### src/rtl/brc_iter_if.sv
// Request/response bundle between a branch unit and the iterative comparator.
interface brc_iter_if #(
  parameter int WIDTH = 32
);
  logic             req_valid;
  logic             req_ready;
  logic [WIDTH-1:0] rs1_data;
  logic [WIDTH-1:0] rs2_data;
  logic [2:0]       br_op;
  logic             resp_valid;
  logic             resp_ready;
  logic             br_less;
  logic             br_equal;
  logic             br_taken;
  logic             br_illegal;
  logic             busy;

  modport master (
    output req_valid, rs1_data, rs2_data, br_op, resp_ready,
    input  req_ready, resp_valid, br_less, br_equal, br_taken, br_illegal, busy
  );

  modport slave (
    input  req_valid, rs1_data, rs2_data, br_op, resp_ready,
    output req_ready, resp_valid, br_less, br_equal, br_taken, br_illegal, busy
  );
endinterface

### src/rtl/brc_iter.sv
// Iterative branch comparator: walks operands MSB slice first, stops on the first difference.
//   state | meaning
//   IDLE  | waiting for a request, req_ready high
//   CMP   | comparing slice k, one slice per cycle
//   DONE  | result held on the response channel until resp_ready
module brc_iter #(
  parameter int WIDTH = 32,
  parameter int SLICE = 8
) (
  input logic      clk,
  input logic      rst,
  brc_iter_if.slave bus
);
  localparam int NS = WIDTH / SLICE;
  localparam int KW = (NS > 1) ? $clog2(NS) : 1;
  localparam logic [KW-1:0] K_TOP = KW'(NS - 1);

  typedef enum logic [1:0] {IDLE, CMP, DONE} state_t;

  state_t           state_q, state_d;
  logic [WIDTH-1:0] a_q, b_q;
  logic [2:0]       op_q;
  logic [KW-1:0]    k_q;
  logic             less_q, equal_q, taken_q, illegal_q;
  logic             accept, finish;
  logic             less_d, equal_d, taken_d, illegal_d;
  logic [SLICE-1:0] a_sl, b_sl;

  // Flipping the sign bit of the top slice turns two's-complement order into unsigned order.
  always_comb begin
    a_sl = a_q[int'(k_q)*SLICE +: SLICE];
    b_sl = b_q[int'(k_q)*SLICE +: SLICE];
    if (k_q == K_TOP && !op_q[1]) begin
      a_sl[SLICE-1] = ~a_sl[SLICE-1];
      b_sl[SLICE-1] = ~b_sl[SLICE-1];
    end
  end

  always_ff @(posedge clk or posedge rst) begin
    if (rst) state_q <= IDLE;
    else     state_q <= state_d;
  end

  always_comb begin
    state_d        = state_q;
    accept         = 1'b0;
    finish         = 1'b0;
    less_d         = less_q;
    equal_d        = equal_q;
    bus.req_ready  = 1'b0;
    bus.resp_valid = 1'b0;
    bus.busy       = 1'b1;
    case (state_q)
      IDLE: begin
        bus.busy      = 1'b0;
        bus.req_ready = !rst;
        if (bus.req_valid && !rst) begin
          accept  = 1'b1;
          state_d = CMP;
        end
      end
      CMP: begin
        if (a_sl != b_sl) begin
          finish  = 1'b1;
          less_d  = (a_sl < b_sl);
          equal_d = 1'b0;
          state_d = DONE;
        end else if (k_q == '0) begin
          finish  = 1'b1;
          less_d  = 1'b0;
          equal_d = 1'b1;
          state_d = DONE;
        end
      end
      DONE: begin
        bus.resp_valid = 1'b1;
        if (bus.resp_ready) state_d = IDLE;
      end
      default: state_d = IDLE;
    endcase
  end

  always_comb begin
    illegal_d = (op_q[2:1] == 2'b01);
    case (op_q)
      3'b000:          taken_d = equal_d;
      3'b001:          taken_d = !equal_d;
      3'b100, 3'b110:  taken_d = less_d;
      3'b101, 3'b111:  taken_d = !less_d;
      default:         taken_d = 1'b0;
    endcase
  end

  always_ff @(posedge clk or posedge rst) begin
    if (rst) begin
      a_q       <= '0;
      b_q       <= '0;
      op_q      <= '0;
      k_q       <= K_TOP;
      less_q    <= 1'b0;
      equal_q   <= 1'b0;
      taken_q   <= 1'b0;
      illegal_q <= 1'b0;
    end else begin
      if (accept) begin
        a_q  <= bus.rs1_data;
        b_q  <= bus.rs2_data;
        op_q <= bus.br_op;
        k_q  <= K_TOP;
      end else if (state_q == CMP && !finish) begin
        k_q <= k_q - KW'(1);
      end
      if (finish) begin
        less_q    <= less_d;
        equal_q   <= equal_d;
        taken_q   <= taken_d;
        illegal_q <= illegal_d;
      end
    end
  end

  assign bus.br_less    = less_q;
  assign bus.br_equal   = equal_q;
  assign bus.br_taken   = taken_q;
  assign bus.br_illegal = illegal_q;
endmodule

### src/flat_wrapper.sv
// flat-port wrapper written by rule: the top's interface ports become plain ports
module brc_iter_flat 
#(
  parameter int WIDTH = 32,
  parameter int SLICE = 8
)
  (clk, rst, bus_req_valid, bus_rs1_data, bus_rs2_data, bus_br_op, bus_resp_ready, bus_req_ready, bus_resp_valid, bus_br_less, bus_br_equal, bus_br_taken, bus_br_illegal, bus_busy);
  brc_iter_if #(.WIDTH(WIDTH)) bus_i ();
  input logic clk;
  input logic rst;
  input wire logic [$bits(bus_i.req_valid)-1:0] bus_req_valid;
  input wire logic [$bits(bus_i.rs1_data)-1:0] bus_rs1_data;
  input wire logic [$bits(bus_i.rs2_data)-1:0] bus_rs2_data;
  input wire logic [$bits(bus_i.br_op)-1:0] bus_br_op;
  input wire logic [$bits(bus_i.resp_ready)-1:0] bus_resp_ready;
  output wire logic [$bits(bus_i.req_ready)-1:0] bus_req_ready;
  output wire logic [$bits(bus_i.resp_valid)-1:0] bus_resp_valid;
  output wire logic [$bits(bus_i.br_less)-1:0] bus_br_less;
  output wire logic [$bits(bus_i.br_equal)-1:0] bus_br_equal;
  output wire logic [$bits(bus_i.br_taken)-1:0] bus_br_taken;
  output wire logic [$bits(bus_i.br_illegal)-1:0] bus_br_illegal;
  output wire logic [$bits(bus_i.busy)-1:0] bus_busy;
  assign bus_i.req_valid = bus_req_valid;
  assign bus_i.rs1_data = bus_rs1_data;
  assign bus_i.rs2_data = bus_rs2_data;
  assign bus_i.br_op = bus_br_op;
  assign bus_i.resp_ready = bus_resp_ready;
  assign bus_req_ready = bus_i.req_ready;
  assign bus_resp_valid = bus_i.resp_valid;
  assign bus_br_less = bus_i.br_less;
  assign bus_br_equal = bus_i.br_equal;
  assign bus_br_taken = bus_i.br_taken;
  assign bus_br_illegal = bus_i.br_illegal;
  assign bus_busy = bus_i.busy;
  brc_iter #(.WIDTH(WIDTH), .SLICE(SLICE)) u_core (.clk(clk), .rst(rst), .bus(bus_i));
endmodule
### config.mk
export PLATFORM = sky130hd
export DESIGN_NAME = brc_iter_flat
export DESIGN_NICKNAME = d
export VERILOG_FILES = /design/src/rtl/brc_iter_if.sv /design/src/rtl/brc_iter.sv /design/src/flat_wrapper.sv
export SDC_FILE = /design/constraint.sdc
export NUM_CORES = 1
export LEC_CHECK = 0
export BUFFER_PORTS_ARGS = -buffer_cell sky130_fd_sc_hd__buf_2
export CORE_ASPECT_RATIO = 0.75
export CORE_MARGIN = 2
export CORE_UTILIZATION = 61
export CTS_BUF_LIST = sky130_fd_sc_hd__clkbuf_8
export CTS_CLUSTER_SIZE = 40
export DETAILED_ROUTE_END_ITERATION = 6
export PLACE_DENSITY = 0.9
export SETUP_SLACK_MARGIN = 0.2
export SLEW_MARGIN = 20
export SYNTH_ARGS = -nofsm -noshare
export SYNTH_HDL_FRONTEND = slang
export SYNTH_SLANG_ARGS = --single-unit
export TNS_END_PERCENT = 20
### constraint.sdc
create_clock -name clk -period 4.1 [get_ports clk]
set_input_delay 0.82 -clock clk [delete_from_list [all_inputs] [get_ports clk]]
set_output_delay 0.82 -clock clk [all_outputs]
set_load 0.005 [all_outputs]
-- Word-level counts from Yosys, hierarchy flattened
Index checks and enable logic that the tools add are counted.
- register bits: 75
- input bits: 71
- order comparisons: 1
- shift-type cells: 2
- muxes and demuxes: 24
- add/sub/neg operators: 1
- equal/unequal tests: 13
- bitwise gates (word level): 2
- reductions and logical operators: 15
- operator list (cell ; count):
    indexed part select 32 x 6 -> 8 bit ; 2
    2-to-1 mux 1 bit ; 16
    equality test 3 bit, second input constant ; 4
    2-to-1 mux 2 bit ; 6
    less-than comparator 8 bit ; 1
    != test 8 bit ; 1
    one-hot mux 2 bit (3 select lines) ; 1
    zero test 1 bit ; 5
    equality test 2 x 1 -> 1 bit, second input constant ; 2
    equality test 2 bit, second input constant ; 2
    zero test 2 bit ; 2
    one-hot mux 1 bit (4 select lines) ; 1
    OR reduction 2 bit ; 2
    equality test 3 x 1 -> 1 bit, second input constant ; 1
    logical AND 1 bit ; 3
    zero test 3 bit ; 1
    != test 3 x 1 -> 1 bit, second input constant ; 1
    AND reduction 3 bit ; 1
    != test 2 x 1 -> 1 bit, second input constant ; 1
    != test 2 bit, second input constant ; 1
    inverter 1 bit ; 2
    nonzero test 2 bit ; 1
    subtractor 2 x 1 -> 2 bit, second input constant ; 1

-- Longest topological paths before layout
Gate-level depths: netlist of run 1.
- depth after elaboration: 10
- gate-level depth with buffers: 10

-- Least setup slack after synthesis of run 1
Ideal clock, no wire load.
- kind: reg-to-reg
- start point: register u_core.k_q[0]
- end point: register u_core.k_q[0]
- cell stages (with the launch flop): 10
- data arrival time: 2.629 ns
- buffers on the path: 2
- library setup time: 0.091 ns
- slack: 1.380 ns
- cells stage by stage: dfstp_2 buf_2 buf_4 mux4_2 ha_1 and4_1 nor3b_1 nand2_1 xnor2_1 nand2_1
- word-level cells in the longest chain between the ends: 9
- elaborated cells on any way between the ends: 19
- RTL lines (item ; RTL line ; RTL):
    start, declared ; brc_iter.sv:23 ; logic [KW-1:0] k_q;
    start signal, assigned ; brc_iter.sv:111 ; k_q <= k_q - KW'(1);
    indexed part select 32 x 6 -> 8 bit (tied with other cells) ; brc_iter.sv:31 ; a_sl = a_q[int'(k_q)*SLICE +: SLICE];
    inverter 1 bit (tied with other cells) ; brc_iter.sv:34 ; a_sl[SLICE-1] = ~a_sl[SLICE-1];
    2-to-1 mux 1 bit ; brc_iter.sv:33 ; if (k_q == K_TOP && !op_q[1]) begin
    != test 8 bit ; brc_iter.sv:63 ; if (a_sl != b_sl) begin
    2-to-1 mux 1 bit ; brc_iter.sv:63 ;
    2-to-1 mux 1 bit ; brc_iter.sv:53 ; case (state_q)
    zero test 1 bit ; brc_iter.sv:110 ; end else if (state_q == CMP && !finish) begin
    logical AND 1 bit ; brc_iter.sv:110 ;
    nonzero test 2 bit (no source line) ; -- ;
Several ways; a longest one is shown, not always the timed one. The select of a mux whose other input is x is not followed.
A chain may end at the register's enable or synchronous reset.

-- Worst setup path after layout of run 1
Ends and elaborated chain as after synthesis.

==> impl_metrics.env, run 1 <==
export IMPL_outcome="completed"
export IMPL_vias=2763
export IMPL_yosysTopAreaCellShare_pct=50.6
export IMPL_synth_top_cell_by_area="dfrtp_1"
export IMPL_area_growth_pct=16.3
export IMPL_cap_violations=0
export IMPL_drt_initial_drc_count=119
export IMPL_syn_area_um2=3610
export IMPL_grt_overflow_total=0
export IMPL_yosys_top_cells_area="dfrtp_1 (51%), nand2_1 (21%), mux4_2 (10%), ha_1 (3.5%), nand2_2 (1.7%)"
export IMPL_wl_mm=7.33
export IMPL_p_leak_nw=2.31
export IMPL_grt_max_degree=71
export IMPL_synth_xor_area_share_pct=0.728
export IMPL_crit_slowest_cell="dfstp_2"
export IMPL_critPathTopFamily="simple AND/OR/NAND/NOR gates"
export IMPL_clk_pin_slew_ns=0.08
export IMPL_synth_fa_ha_area_share_pct=3.47
export IMPL_synth_edf_count=0
export IMPL_synth_compound_area_share_pct=2.95
export IMPL_cts_buffer_depth=2
export IMPL_synth_top_flop_cell="dfrtp_1"
export IMPL_cts_inserted_buffers=9
export IMPL_die_width_um=92.8
export IMPL_core_um2=5770
export IMPL_final_common_cell="nand2_1"
export IMPL_cp_required_ns=4.36
export IMPL_worstHoldPathType="input port to asynchronous set/reset pin"
export IMPL_arrival_ns=3.31
export IMPL_dp_final_hpwl_mm=5.17
export IMPL_async_flop_share_pct=100
export IMPL_insertion_delay_ns=0.36
export IMPL_relSlewSlack_pct=49.0
export IMPL_drive_above_1_share_pct=28.1
export IMPL_start_util_pct=62.6
export IMPL_final_hold_violation_count=0
export IMPL_synth_cells=381
export IMPL_endpoint_kind="flop"
export IMPL_holdWs_ns=0.429
export IMPL_fin_crit_sh_pct=74.5
export IMPL_crit_buf_inv=0
export IMPL_grtUsageTotal_pct=25.1
export IMPL_worstPathMaxFanout=18
export IMPL_top_usage_layer="met2"
export IMPL_post_cts_setup_buffers=0
export IMPL_cts_max_level=3
export IMPL_fillers=440
export IMPL_grt_pass1_wl_mm=12.6
export IMPL_finalCriticalPeriod_ns=3.05
export IMPL_clkSinkCount=75
export IMPL_met3_usage_pct=8.20
export IMPL_grt_met1_usage_pct=33.1
export IMPL_rsz0062_at_grt="false"
export IMPL_insertedDiodeCount=0
export IMPL_worst_pin_slew_ns=0.764
export IMPL_fp_dieH_um=70.6
export IMPL_drc=0
export IMPL_drv_slew=0
export IMPL_ioPinCount=78
export IMPL_yosys_cell_types_count=35
export IMPL_clock_skew_ns=0.00655
export IMPL_io_buffer_count=77
export IMPL_grt_pass1_vias=2810
export IMPL_worstSetupStartpointType="flop"
export IMPL_setup_viol=0
export IMPL_yosysWarnings=0
export IMPL_mappedNetlistNets=462
export IMPL_dieArea_um2=6560
export IMPL_cp_common_cell="nand2_1"
export IMPL_yosys_area_share_simple_pct=26.3
export IMPL_nets=532
export IMPL_syn_area_per_cell_um2=9.48
export IMPL_rows=24
export IMPL_antenna_found_initial=0
export IMPL_first_pass_iters=4
export IMPL_power_density_nw_per_um2=552
export IMPL_synth_mux_area_share_pct=9.98
export IMPL_postRouteAntennaNets=0
export IMPL_cts_hold_buf=0
export IMPL_synth_top_family_by_area="simple AND/OR/NAND/NOR gates"
export IMPL_cts_resized=0
export IMPL_cts_tree="yes"
export IMPL_place_congestion=0.885
export IMPL_wire_per_inst_um=13.7
export IMPL_final_cell_mix="nand2_1 (197), buf_2 (77), dfrtp_1 (73), mux4_2 (16)"
export IMPL_grtUsageMet2_pct=40.7
export IMPL_fmax_mhz=328
export IMPL_seq_area_frac_synth_pct=52.0
export IMPL_crit_chain="mux4_2 > ha_1 > and4_1 > nor3b_1 > nand2_1 > xnor2_1 > nand2_1"
export IMPL_crit_type="flop to flop"
export IMPL_synth_seq_cells=75
export IMPL_peakVddDrop_v=0.000274
export IMPL_tns_ns=0
export IMPL_viasPerCell=5.17
export IMPL_cts_root_buf="clkbuf_8"
export IMPL_critPathMaxStageDelay_ns=0.91
## flip-flops by register name (all words and copies together) (netlist names)
name,flops
u_core.a_q,32
u_core.b_q,32
u_core.op_q,3
u_core.k_q,2
u_core.state_q,2
u_core.bus.br_equal,1
u_core.bus.br_illegal,1
u_core.bus.br_less,1
u_core.bus.br_taken,1
## cell families (layout without fill, tap and decap cells)
group | count (synthesis) | count (layout)
AND/OR/NAND/NOR | 231 | 231
flip-flops | 75 | 75
buffers and inverters | 30 | 105
AO/OA/AOI/OAI | 16 | 16
multiplexers | 16 | 16
adder cells (fa/ha/maj) | 10 | 10
XOR/XNOR | 3 | 3
## per-stage QoR
step / utilization (%) / cell area (um2) / std cells / worst slack [ns] / total power, mW
floorplan: - / 3610 / 381 / 1.37 / 1.54
global placement: 69.1 / 3980 / 518 / 1.24 / 1.69
detailed placement: 69.2 / 3990 / 518 / 1.08 / 1.73
CTS: 72.8 / 4200 / 534 / 1.06 / 2.33
global route: 72.8 / 4200 / 534 / 0.817 / 2.48
finish: 72.8 / 4200 / 534 / 1.05 / 2.32
## cells in the mapped netlist (all sizes together) (2+ instances only)
| library cell | n |
|---|---|
| buf | 11 |
| mux4 | 16 |
| dfstp | 2 |
| o211ai | 2 |
| o21ai | 5 |
| nor2 | 7 |
| nand2 | 208 |
| dfrtp | 73 |
| ha | 10 |
| xnor2 | 2 |
| nor3 | 2 |
| and4 | 2 |
| inv | 11 |
| a21oi | 3 |
| clkbuf | 8 |
| nand2b | 6 |
## worst paths after layout
kind,startpoint,end,depth (start not counted),slack [ns]
max,u_core.k_q[0],u_core.k_q[0],7,1.05
min,rst,u_core.state_q[1],2,0.43
max reg2reg,u_core.k_q[0],u_core.k_q[0],7,1.05
min reg2reg,u_core.b_q[25],u_core.b_q[25],2,0.48
max in group asynchronous,rst,u_core.a_q[11],3,2.62
min in group clk,u_core.b_q[25],u_core.b_q[25],2,0.48
## final cells by class
class / count / area, um2 / share of cell area (%)
flip-flops and latches: 75 / 1880 / 44.8
multi-input cells: 276 / 1580 / 37.6
repair buffers: 78 / 393 / 9.36
clock buffers: 9 / 124 / 2.95
well taps: 78 / 97.6 / 2.32
clock inverters: 7 / 85.1 / 2.03
inverters: 11 / 41.3 / 0.984
## per-layer routing
| metal | wire, um | vias to the layer above |
|---|---|---|
| met1 | 3180 | 1320 |
| met3 | 425 | 11 |
| met5 | 0 | - |
| met4 | 99 | 0 |
| met2 | 3620 | 76 |
| li1 | - | 1356 |
## where the power goes
| group | switching [mW] | leakage, nW | internal, mW | total [mW] |
|---|---|---|---|---|
| combinational | 0.328 | 1.28 | 0.311 | 0.639 |
| sequential | 0.138 | 0.930 | 0.953 | 1.09 |
| clock | 0.298 | 0.0999 | 0.292 | 0.590 |
| total | 0.763 | 2.31 | 1.56 | 2.32 |
Power figures use the tool's default switching activity.
==> run 2: changes to the inputs <==
- CORE_UTILIZATION: 61 -> 56
- PLACE_DENSITY: 0.9 -> 0.84
- clock period: 4.1 -> 3 ns (I/O delays scaled with it)
==> impl_metrics.env, run 2 (synthesis gave the netlist of run 1 again) <==
export IMPL_worstSetupStartpointType="flop"
export IMPL_endpoint="u_core.bus.br_taken"
export IMPL_fin_crit_sh_pct=91.1
export IMPL_ff_latch_area_um2=1880
export IMPL_core_um2=6260
export IMPL_arrival_ns=2.99
export IMPL_cts_buffer_depth=2
export IMPL_critical_path_depth=9
export IMPL_crit_buf_inv=1
export IMPL_tns_ns=0
export IMPL_grt_pass1_vias=2797
export IMPL_pwr_share_comb_pct=27.0
export IMPL_wl_mm=7.61
export IMPL_cap_violations=0
export IMPL_multiInputGateArea_um2=1580
export IMPL_worstPathMaxFanout=18
export IMPL_reg2reg_from="u_core.k_q[0]"
export IMPL_fin_ws_ns=0.267
export IMPL_clkPwrFrac_pct=27.9
export IMPL_post_cts_setup_buffers=0
export IMPL_antenna_found_initial=0
export IMPL_cts_inserted_buffers=9
export IMPL_setup_viol=0
export IMPL_clk_pin_slew_ns=0.07
export IMPL_finalCriticalPeriod_ns=2.73
export IMPL_dp_final_hpwl_mm=5.18
export IMPL_final_cell_mix="nand2_1 (197), buf_2 (77), dfrtp_1 (73), mux4_2 (16), nand2_2 (11)"
export IMPL_dieArea_um2=7110
export IMPL_start_util_pct=57.7
export IMPL_critPathMaxStageDelay_ns=0.54
export IMPL_peakVddDrop_v=0.000415
export IMPL_p_int_mw=2.29
export IMPL_rr_worst_depth=9
export IMPL_first_pass_iters=4
export IMPL_final_common_cell="nand2_1"
export IMPL_drv_slew=0
export IMPL_dp_worst_setup_slack_ns=0.339
export IMPL_final_hold_violation_count=0
export IMPL_cts_root_buf="clkbuf_8"
export IMPL_worstHoldPathType="input port to asynchronous set/reset pin"
export IMPL_cp_required_ns=3.26
export IMPL_grtUsageTotal_pct=23.3
export IMPL_switching_share_pct=30.6
export IMPL_rsz0062_at_grt="true"
export IMPL_power_density_nw_per_um2=768
export IMPL_ioPinCount=78
export IMPL_vias=2814
export IMPL_relSlewSlack_pct=52.8
export IMPL_endpoint_kind="flop"
export IMPL_r2r_end="u_core.bus.br_taken"
export IMPL_insertion_delay_ns=0.35
export IMPL_postRouteAntennaNets=0
export IMPL_io_buffer_count=77
export IMPL_p_leak_nw=2.35
export IMPL_nets=536
export IMPL_wire_per_inst_um=14.1
export IMPL_die_width_um=96.7
export IMPL_drive_above_1_share_pct=28.8
export IMPL_crit_chain="buf_12 > mux4_2 > xor2_1 > ha_1 > and4_1 > a21oi_1 > o21a_1 > o21ai_0 > a41oi_1"
export IMPL_fp_dieH_um=73.5
export IMPL_critPathTopFamily="compound AO/OA/AOI/OAI gates"
export IMPL_viasPerCell=5.21
export IMPL_grt_pass1_wl_mm=13.0
export IMPL_fillers=501
export IMPL_insertedDiodeCount=0
export IMPL_clkSinkCount=75
export IMPL_crit_type="flop to flop"
export IMPL_drt_initial_drc_count=201
export IMPL_grt_max_degree=76
export IMPL_placed_area_um2=4050
export IMPL_startpoint="u_core.k_q[0]"
export IMPL_clock_skew_ns=0.00827
export IMPL_outcome="completed"
export IMPL_worst_pin_slew_ns=0.708
export IMPL_place_congestion=0.812
export IMPL_power_frac_seq_pct=45.2
export IMPL_fmax_mhz=366
export IMPL_power_switching_mw=1.01
export IMPL_largestRegisters="u_core.a_q (32), u_core.b_q (32), u_core.op_q (3)"
export IMPL_cts_max_level=3
export IMPL_crit_slowest_cell="dfstp_2"
export IMPL_grt_overflow_total=0
export IMPL_final_area_um2=4300
export IMPL_cts_tree="yes"
export IMPL_area_growth_pct=19.0
export IMPL_r2r_setup_slack_ns=0.27
export IMPL_rows=25
export IMPL_drc=0
run 2: power groups by stage:
stage               Clock [mW]  Sequential (mW)  Combinational, mW
floorplan                    0             1.43              0.680
global placement             0             1.49              0.835
detailed placement           0             1.50              0.876
CTS                      0.937             1.49              0.890
global route             0.976             1.52               1.02
finish                   0.920             1.49              0.890
run 2: area by class of cell:
| class | count | share of cell area (%) |
|---|---|---|
| Clock buffer | 9 | 2.88 |
| Clock inverter | 6 | 2.65 |
| Inverter | 11 | 0.961 |
| Multi-Input combinational cell | 276 | 36.7 |
| Sequential cell | 75 | 43.7 |
| Tap cell | 81 | 2.36 |
| Timing Repair Buffer | 82 | 10.7 |
run 2: timing repair:
item	4_1_cts	5_1_grt
hold buffers	0	0
endpoints found under the setup margin	0	5
resized for setup	0	1
hold endpoints to repair	0	0
run 2: worst min-delay path by stage:
stage               depth (start not counted)      startpoint                    end  slack (ns)
finish                                      3             rst  u_core.bus.br_illegal        0.36
global route                                3             rst  u_core.bus.br_illegal        0.38
CTS                                         3             rst         u_core.b_q[10]        0.38
detailed placement                          2  u_core.b_q[28]         u_core.b_q[28]        0.46
global placement                            2  u_core.b_q[20]         u_core.b_q[20]        0.45
floorplan                                   2  u_core.b_q[16]         u_core.b_q[16]        0.44
run 2: stage by stage:
| step | cells | total power, mW | utilization, % | hold WS (ns) |
|---|---|---|---|---|
| final | 540 | 3.30 | 68.7 | 0.363 |
| after global routing | 540 | 3.52 | 68.7 | 0.383 |
| after CTS | 540 | 3.31 | 68.6 | 0.376 |
| after detailed placement | 525 | 2.38 | 64.8 | 0.461 |
| after global placement | 525 | 2.32 | 64.8 | 0.454 |
| after floorplan | 381 | 2.11 | - | 0.440 |
run 2: per-layer routing:
| layer | part of all wire (%) | track usage [%] | vias to the layer above |
|---|---|---|---|
| met1 | 45 | 31.2 | 1338 |
| met5 | 0 | 0 | - |
| met4 | 2.1 | 6.73 | 0 |
| li1 | - | - | 1364 |
| met2 | 48 | 38.1 | 94 |
| met3 | 5.9 | 6.47 | 18 |
run 2: worst reg2reg max path: stages, from the launching register on:
cell,delay (ns)
dfstp_2,0.54
buf_12,0.18
mux4_2,0.53
xor2_1,0.16
ha_1,0.30
and4_1,0.23
a21oi_1,0.26
o21a_1,0.15
o21ai_0,0.07
a41oi_1,0.22
